[config.mk]
export PLATFORM = sky130hd
export DESIGN_NAME = regfile_write_sched
export DESIGN_NICKNAME = d
export VERILOG_FILES = /design/src/rtl/regfile_write_sched.sv
export SDC_FILE = /design/constraint.sdc
export NUM_CORES = 1
export LEC_CHECK = 0
export CELL_PAD_IN_SITES_DETAIL_PLACEMENT = 1
export CELL_PAD_IN_SITES_GLOBAL_PLACEMENT = 1
export CORE_MARGIN = 2
export CORE_UTILIZATION = 29
export CTS_CLUSTER_SIZE = 28
export DETAILED_ROUTE_END_ITERATION = 8
export PLACE_DENSITY = 0.89
export SLEW_MARGIN = 20
export SYNTH_ARGS = -nofsm -noshare
export SYNTH_HDL_FRONTEND = slang
export SYNTH_SLANG_ARGS = --single-unit
[constraint.sdc]
create_clock -name clk -period 2.83 [get_ports clk]
set_input_delay 0.566 -clock clk [delete_from_list [all_inputs] [get_ports clk]]
set_output_delay 0.566 -clock clk [all_outputs]
set_load 0.05 [all_outputs]
[src/rtl/regfile_write_sched.sv]
// regfile_write_sched: zero-fills the 32x32 register file after reset, then arbitrates its single write port.
// Latency: an accept on edge N drives A3/WD3/WE3 after edge N; the register file commits on edge N+1.
// Backpressure: readies are low during the clear; in RUN one requester is granted per cycle; port 1 gets boosted after STARVE_LIMIT lost cycles.

module regfile_write_sched #(
  parameter int ADDR_W       = 5,
  parameter int DATA_W       = 32,
  parameter int STARVE_LIMIT = 4,
  parameter bit ZERO_LOCK    = 1'b1
) (
  input  logic              clk,
  input  logic              rst,
  input  logic              wb0_valid,
  input  logic [ADDR_W-1:0] wb0_addr,
  input  logic [DATA_W-1:0] wb0_data,
  output logic              wb0_ready,
  input  logic              wb1_valid,
  input  logic [ADDR_W-1:0] wb1_addr,
  input  logic [DATA_W-1:0] wb1_data,
  output logic              wb1_ready,
  output logic [ADDR_W-1:0] A3,
  output logic [DATA_W-1:0] WD3,
  output logic              WE3,
  output logic              init_done,
  output logic              boost
);

  // Starvation counter is 4 bits wide, which covers limits 1..15.
  localparam int                CNT_W    = 4;
  localparam logic [CNT_W-1:0]  LIMIT    = CNT_W'(STARVE_LIMIT);
  localparam logic [ADDR_W-1:0] LAST_IDX = {ADDR_W{1'b1}};

  typedef enum logic {
    ST_CLEAR = 1'b0,
    ST_RUN   = 1'b1
  } state_e;

  state_e              state_q;
  logic [ADDR_W-1:0]   idx_q;
  logic [CNT_W-1:0]    starve_q;
  logic [CNT_W-1:0]    starve_d;
  logic                we_q;
  logic [ADDR_W-1:0]   a_q;
  logic [DATA_W-1:0]   wd_q;
  logic                done_q;

  logic                boost_w;
  logic                grant0;
  logic                grant1;
  logic                accept;
  logic [ADDR_W-1:0]   sel_addr;
  logic [DATA_W-1:0]   sel_data;

  assign boost_w = (starve_q == LIMIT);

  // Fixed priority to port 0, overridden by port 1 once it has been starved long enough.
  always_comb begin
    grant0 = 1'b0;
    grant1 = 1'b0;
    if (state_q == ST_RUN) begin
      if (boost_w && wb1_valid) begin
        grant1 = 1'b1;
      end else if (wb0_valid) begin
        grant0 = 1'b1;
      end else if (wb1_valid) begin
        grant1 = 1'b1;
      end
    end
  end

  // Mux the winning requester onto the write port and compute the next starvation count.
  always_comb begin
    accept   = grant0 | grant1;
    sel_addr = grant1 ? wb1_addr : wb0_addr;
    sel_data = grant1 ? wb1_data : wb0_data;
    starve_d = starve_q;
    if (grant1 || !wb1_valid) begin
      starve_d = '0;
    end else if (starve_q != LIMIT) begin
      starve_d = starve_q + 1'b1;
    end
  end

  assign wb0_ready = (state_q == ST_RUN) && grant0;
  assign wb1_ready = (state_q == ST_RUN) && grant1;

  // Clear/run sequencer with registered write-port outputs; reset discards anything in flight.
  always_ff @(posedge clk) begin
    if (!rst) begin
      state_q  <= ST_CLEAR;
      idx_q    <= '0;
      starve_q <= '0;
      we_q     <= 1'b0;
      a_q      <= '0;
      wd_q     <= '0;
      done_q   <= 1'b0;
    end else begin
      case (state_q)
        ST_CLEAR: begin
          we_q  <= 1'b1;
          a_q   <= idx_q;
          wd_q  <= '0;
          idx_q <= idx_q + 1'b1;
          if (idx_q == LAST_IDX) begin
            state_q <= ST_RUN;
            done_q  <= 1'b1;
          end
        end
        ST_RUN: begin
          starve_q <= starve_d;
          if (accept) begin
            a_q  <= sel_addr;
            wd_q <= sel_data;
            // Register 0 is hardwired zero when locked: the request is consumed but never written.
            we_q <= !(ZERO_LOCK && (sel_addr == '0));
          end else begin
            we_q <= 1'b0;
          end
        end
        default: begin
          state_q <= ST_CLEAR;
        end
      endcase
    end
  end

  assign A3        = a_q;
  assign WD3       = wd_q;
  assign WE3       = we_q;
  assign init_done = done_q;
  assign boost     = boost_w;

endmodule

After elaboration in Yosys (flattened, before gate mapping)
Index checks and enable logic that the tools add are counted.
{ "totals": {"reg_bits": 49, "input_bits": 78, "wordCells": 44} }
{ "classes": {"n_addsub": 2, "n_eq_ne": 4, "mux": 19, "bitwise_logic": 2, "n_reduce_logical": 10} }
{ "ops": {"columns": ["cell", "n"], "rows": [
  ["$mux 32", 2],
  ["$pmux 32 s2", 1],
  ["$mux 1", 10],
  ["$mux 5", 2],
  ["$pmux 5 s2", 1],
  ["$mux 4", 2],
  ["$add 5x1->5 const B", 1],
  ["$eq 5x5->1 const B", 1],
  ["$logic_not 5->1", 1],
  ["$add 4x1->4 const B", 1],
  ["$eq 4x3->1 const B", 1],
  ["$ne 4x3->1 const B", 1],
  ["$reduce_and 2->1", 2],
  ["$logic_and 1x1->1", 3],
  ["$logic_not 1->1", 2],
  ["$ne 2x1->1 const B", 1],
  ["$pmux 1 s2", 1],
  ["$reduce_bool 2->1", 1],
  ["$logic_or 1x1->1", 1],
  ["$not 1->1", 1],
  ["$or 1x1->1", 1]
]} }

Logic depth before layout (Yosys ltp)
{ "logic_depth": {"word_depth": 9, "depth_mapped": 8} }

Least setup slack after synthesis
No wires, ideal clock.
{ "synth_path": {"path_kind": "register -> output", "startpoint": "reg starve_q[0]", "endpoint": "out wb0_ready", "t_arrival_ns": 1.538, "path_slack_ns": 0.726, "stages_incl_launch_ff": 7, "path_cell_list": "dfxtp_1 inv_1 ha_1 nand3b_4 inv_1 nand2_1 and3_1"} }
{ "synth_via": {"elab_chain_len": 5} }
{ "synth_lines": {"columns": ["item", "line_no", "text"], "rows": [
  ["start, declared", "40", "logic [CNT_W-1:0] starve_q;"],
  ["start signal, assigned", "110", "starve_q <= starve_d;"],
  ["$eq 4x3->1", "54", "assign boost_w = (starve_q == LIMIT);"],
  ["via boost", "25", "output logic boost"],
  ["$logic_and 1x1->1", "61", "if (boost_w && wb1_valid) begin"],
  ["$mux 1", "61", null],
  ["$mux 1", "60", "if (state_q == ST_RUN) begin"],
  ["$logic_and 1x1->1", "84", "assign wb0_ready = (state_q == ST_RUN) && grant0;"],
  ["end, declared", "16", "output logic wb0_ready,"]
]} }
The timed path passes the listed nets, and every way through them passes these cells.

Worst setup path after layout
{ "layout_path": {"startpoint": "reg starve_q[0]", "endpoint": "out boost"} }
{ "layout_via": {"elab_chain_len": 1} }
{ "layout_lines": {"columns": ["item", "line_no"], "rows": [
  ["$eq 4x3->1", "54"],
  ["end, declared", "25"]
]} }
No other way between the ends.

==> impl_metrics.toml <==
[final_layout]
stdcell_count = 458
diodes = 0
final_nets = 441
mostFrequentLayoutCell = "clkdlybuf4s50_1"
drive_above_1_share_pct = 4.74
finalCoreUtilization_pct = 49.2
final_cell_mix = "clkdlybuf4s50_1 (117), dfxtp_1 (49), nand2_1 (45)"
fin_area_sq_um = 3550
syn_to_final_growth_pct = 65.4

[synthesis]
yosysTopAreaCell = "dfxtp_1"
synth_top_flop_cell = "dfxtp_1"
synth_edf_count = 0
synth_top_family_by_area = "simple AND/OR/NAND/NOR gates"
synth_nets = 323
ys_async_sr_fraction_pct = 0
avgSynthCellArea_sq_um = 8.90
synth_cell_type_count = 29
synth_area_leaders = "dfxtp_1 (46%), mux2i_1 (16%), o21ai_0 (8.2%)"
synth_adder_area_share_pct = 2.33
synthXorXnorAreaFrac_pct = 0.817
synth.top_cell.area_share_pct = 45.7
netlist_area_sq_um = 2140
ys_seq_elements = 49
synth.area.mux_share_pct = 16.3
synth_compound_area_share_pct = 13.1
synthCells = 241
yosysWarnings = 0
yosysSeqAreaShare_pct = 45.7
synthSimpleGateAreaFrac_pct = 17.6

[hold_path]
whs_path_depth = 2
min_from = "WD3[7]$_SDFFE_PN0P_"
hold_end = "WD3[7]$_SDFFE_PN0P_"
hold_path_class = "reg -> reg"

[grt]
gr-usage-all-layers_pct = 17.2
first_global_vias = 2423
met2_usage_pct = 32.1
grt.busiest_layer = "met2"
grt_antenna_before_repair = 0
grt_max_degree = 32
gr-total-overflow = 0
use_met3_pct = 4.69
grt_pass1_wl_microns = 11400
use_met1_pct = 18.8

[route]
vias = 2231
initialDrtViolationCount = 77
ant_nets = 0
drt_drc_violations_left = 0
routedWlPerCell_microns = 15.1
dr.pass1.iters = 4
via_per_inst = 4.87
wl_microns = 6930

[sta]
fin_setup_tns_ns = 0
rsz0062_at_grt = "false"
fin_crit_ns = 2.51
slew_viol_final = 0
hold_ws_ns = 0.459
final.setup.worst_slack_ns = 0.318
finalSetupViolCount = 0
clock_skew_ns = 0.0105
worst_pin_slew_ns = 0.557
fin_crit_sh_pct = 88.8
hold_violations = 0
clock.fmax_mhz = 398
relSlewSlack_pct = 62.8

[clock_tree]
clkTransAtPathRegs_ns = 0.09
cts_max_level = 2
ctsResizeCount = 0
clock_path_buffers = 2
numCtsBuffers = 5
clk_latency_ns = 0.29
cts_hold_buf = 0
cts_sinks = 49
post-cts-setup-buffer-count = 0
clockRootBuffer = "clkbuf_8"
cts_tree = "built"

[critical_path]
start_kind = "register"
worst_r2r_endpoint = "WD3[6]$_SDFFE_PN0P_"
r2r_cells = 5
regToRegSetupSlack_ns = 0.90
reg2reg_from = "state_q$_SDFF_PN0_"
worstPathRequired_ns = 2.26
crit_type = "reg -> out"
cp_max_fo = 4
worstPathArrival_ns = 1.95
end_kind = "primary output"

[status]
status = "complete, no violations"

[die]
ios = 120
initial_core_util_pct = 29.7
dieArea_sq_um = 8100
die_w_microns = 90.0
core_region_area_sq_um = 7210
die_h_microns = 90.0
rows = 31

[place]
portBuffers = 119
dpl.cell_count = 451
place.detailed.hpwl_microns = 5620
dp_slack_ns = 0.398
finalWeightedCongestion = 0.765
placed_area_sq_um = 3460

[pwr]
pwr_density_cell_nw_per_um2 = 360
switching_share_pct = 21.2
p_leak_nw = 1.51
vdd.ir_drop.worst_mv = 0.185
power.switching_mw = 0.271
p_seq_share_pct = 55.0
comb_power_share_pct = 13.1
clockPowerShare_pct = 32.0
p_int_mw = 1.01
p_total_mw = 1.28

[job]
cap_violations = 0
## power by group through the flow
stage	clock network (mW)	logic (mW)	registers, mW
global placement	0	0.163	0.718
detailed placement	0	0.168	0.718
global route	0.443	0.179	0.703
finish	0.408	0.167	0.702
floorplan	0	0.0308	0.727
CTS	0.421	0.169	0.702
## Yosys cell counts (2+ instances only)
cell type / count
inv_1: 4
ha_1: 4
clkinv_1: 2
nand2_1: 45
nor3_1: 3
nor2_1: 12
buf_2: 4
o21ai_0: 35
nand3_1: 6
clkbuf_1: 8
dfxtp_1: 49
or4_1: 5
nor2b_1: 2
mux2i_1: 35
a21oi_1: 2
o221ai_1: 3
a31oi_1: 6
and3_1: 5
## logic make-up (layout without fill, tap and decap cells)
family	after synthesis	in the layout
xor+xnor	2	2
simple gates	81	81
fa+ha+maj	4	4
compound gates	50	50
buf+inv	20	138
mux	35	35
flops	49	49
## state kept, by name, summed over array words and instances (netlist names)
name	flops
WD3	32
A3	5
idx_q	5
starve_q	4
WE3	1
init_done	1
state_q	1
## how the worst max path moves through the flow
stage                                   from        end  slack [ns]  cells after the start
floorplan           starve_q[0]$_SDFFE_PN0P_  wb0_ready        0.73                      6
global placement                   wb1_valid  wb1_ready        0.47                      5
detailed placement                 wb1_valid  wb1_ready        0.40                      5
CTS                 starve_q[0]$_SDFFE_PN0P_      boost        0.30                      5
global route        starve_q[0]$_SDFFE_PN0P_      boost        0.24                      5
finish              starve_q[0]$_SDFFE_PN0P_      boost        0.32                      5
## critical path, cell delays in order (launching register included)
cell             delay (ns)
dfxtp_1                0.35
inv_1                  0.09
ha_1                   0.20
nand3b_4               0.10
inv_1                  0.11
clkdlybuf4s50_1        0.81
## metal layers
| layer | vias to the layer above | wire length, microns |
|---|---|---|
| met3 | 13 | 474 |
| met5 | - | 0 |
| li1 | 1077 | - |
| met1 | 1063 | 2650 |
| met4 | 0 | 146 |
| met2 | 78 | 3660 |
## cell type report
type | instances | area (sq um)
Timing Repair Buffer | 125 | 1260
Inverter | 6 | 22.5
Sequential cell | 49 | 981
Fill cell | 834 | 3670
Tap cell | 99 | 124
Clock buffer | 7 | 86.3
Multi-Input combinational cell | 172 | 1080
No activity file was read; power rests on OpenSTA's default activity.
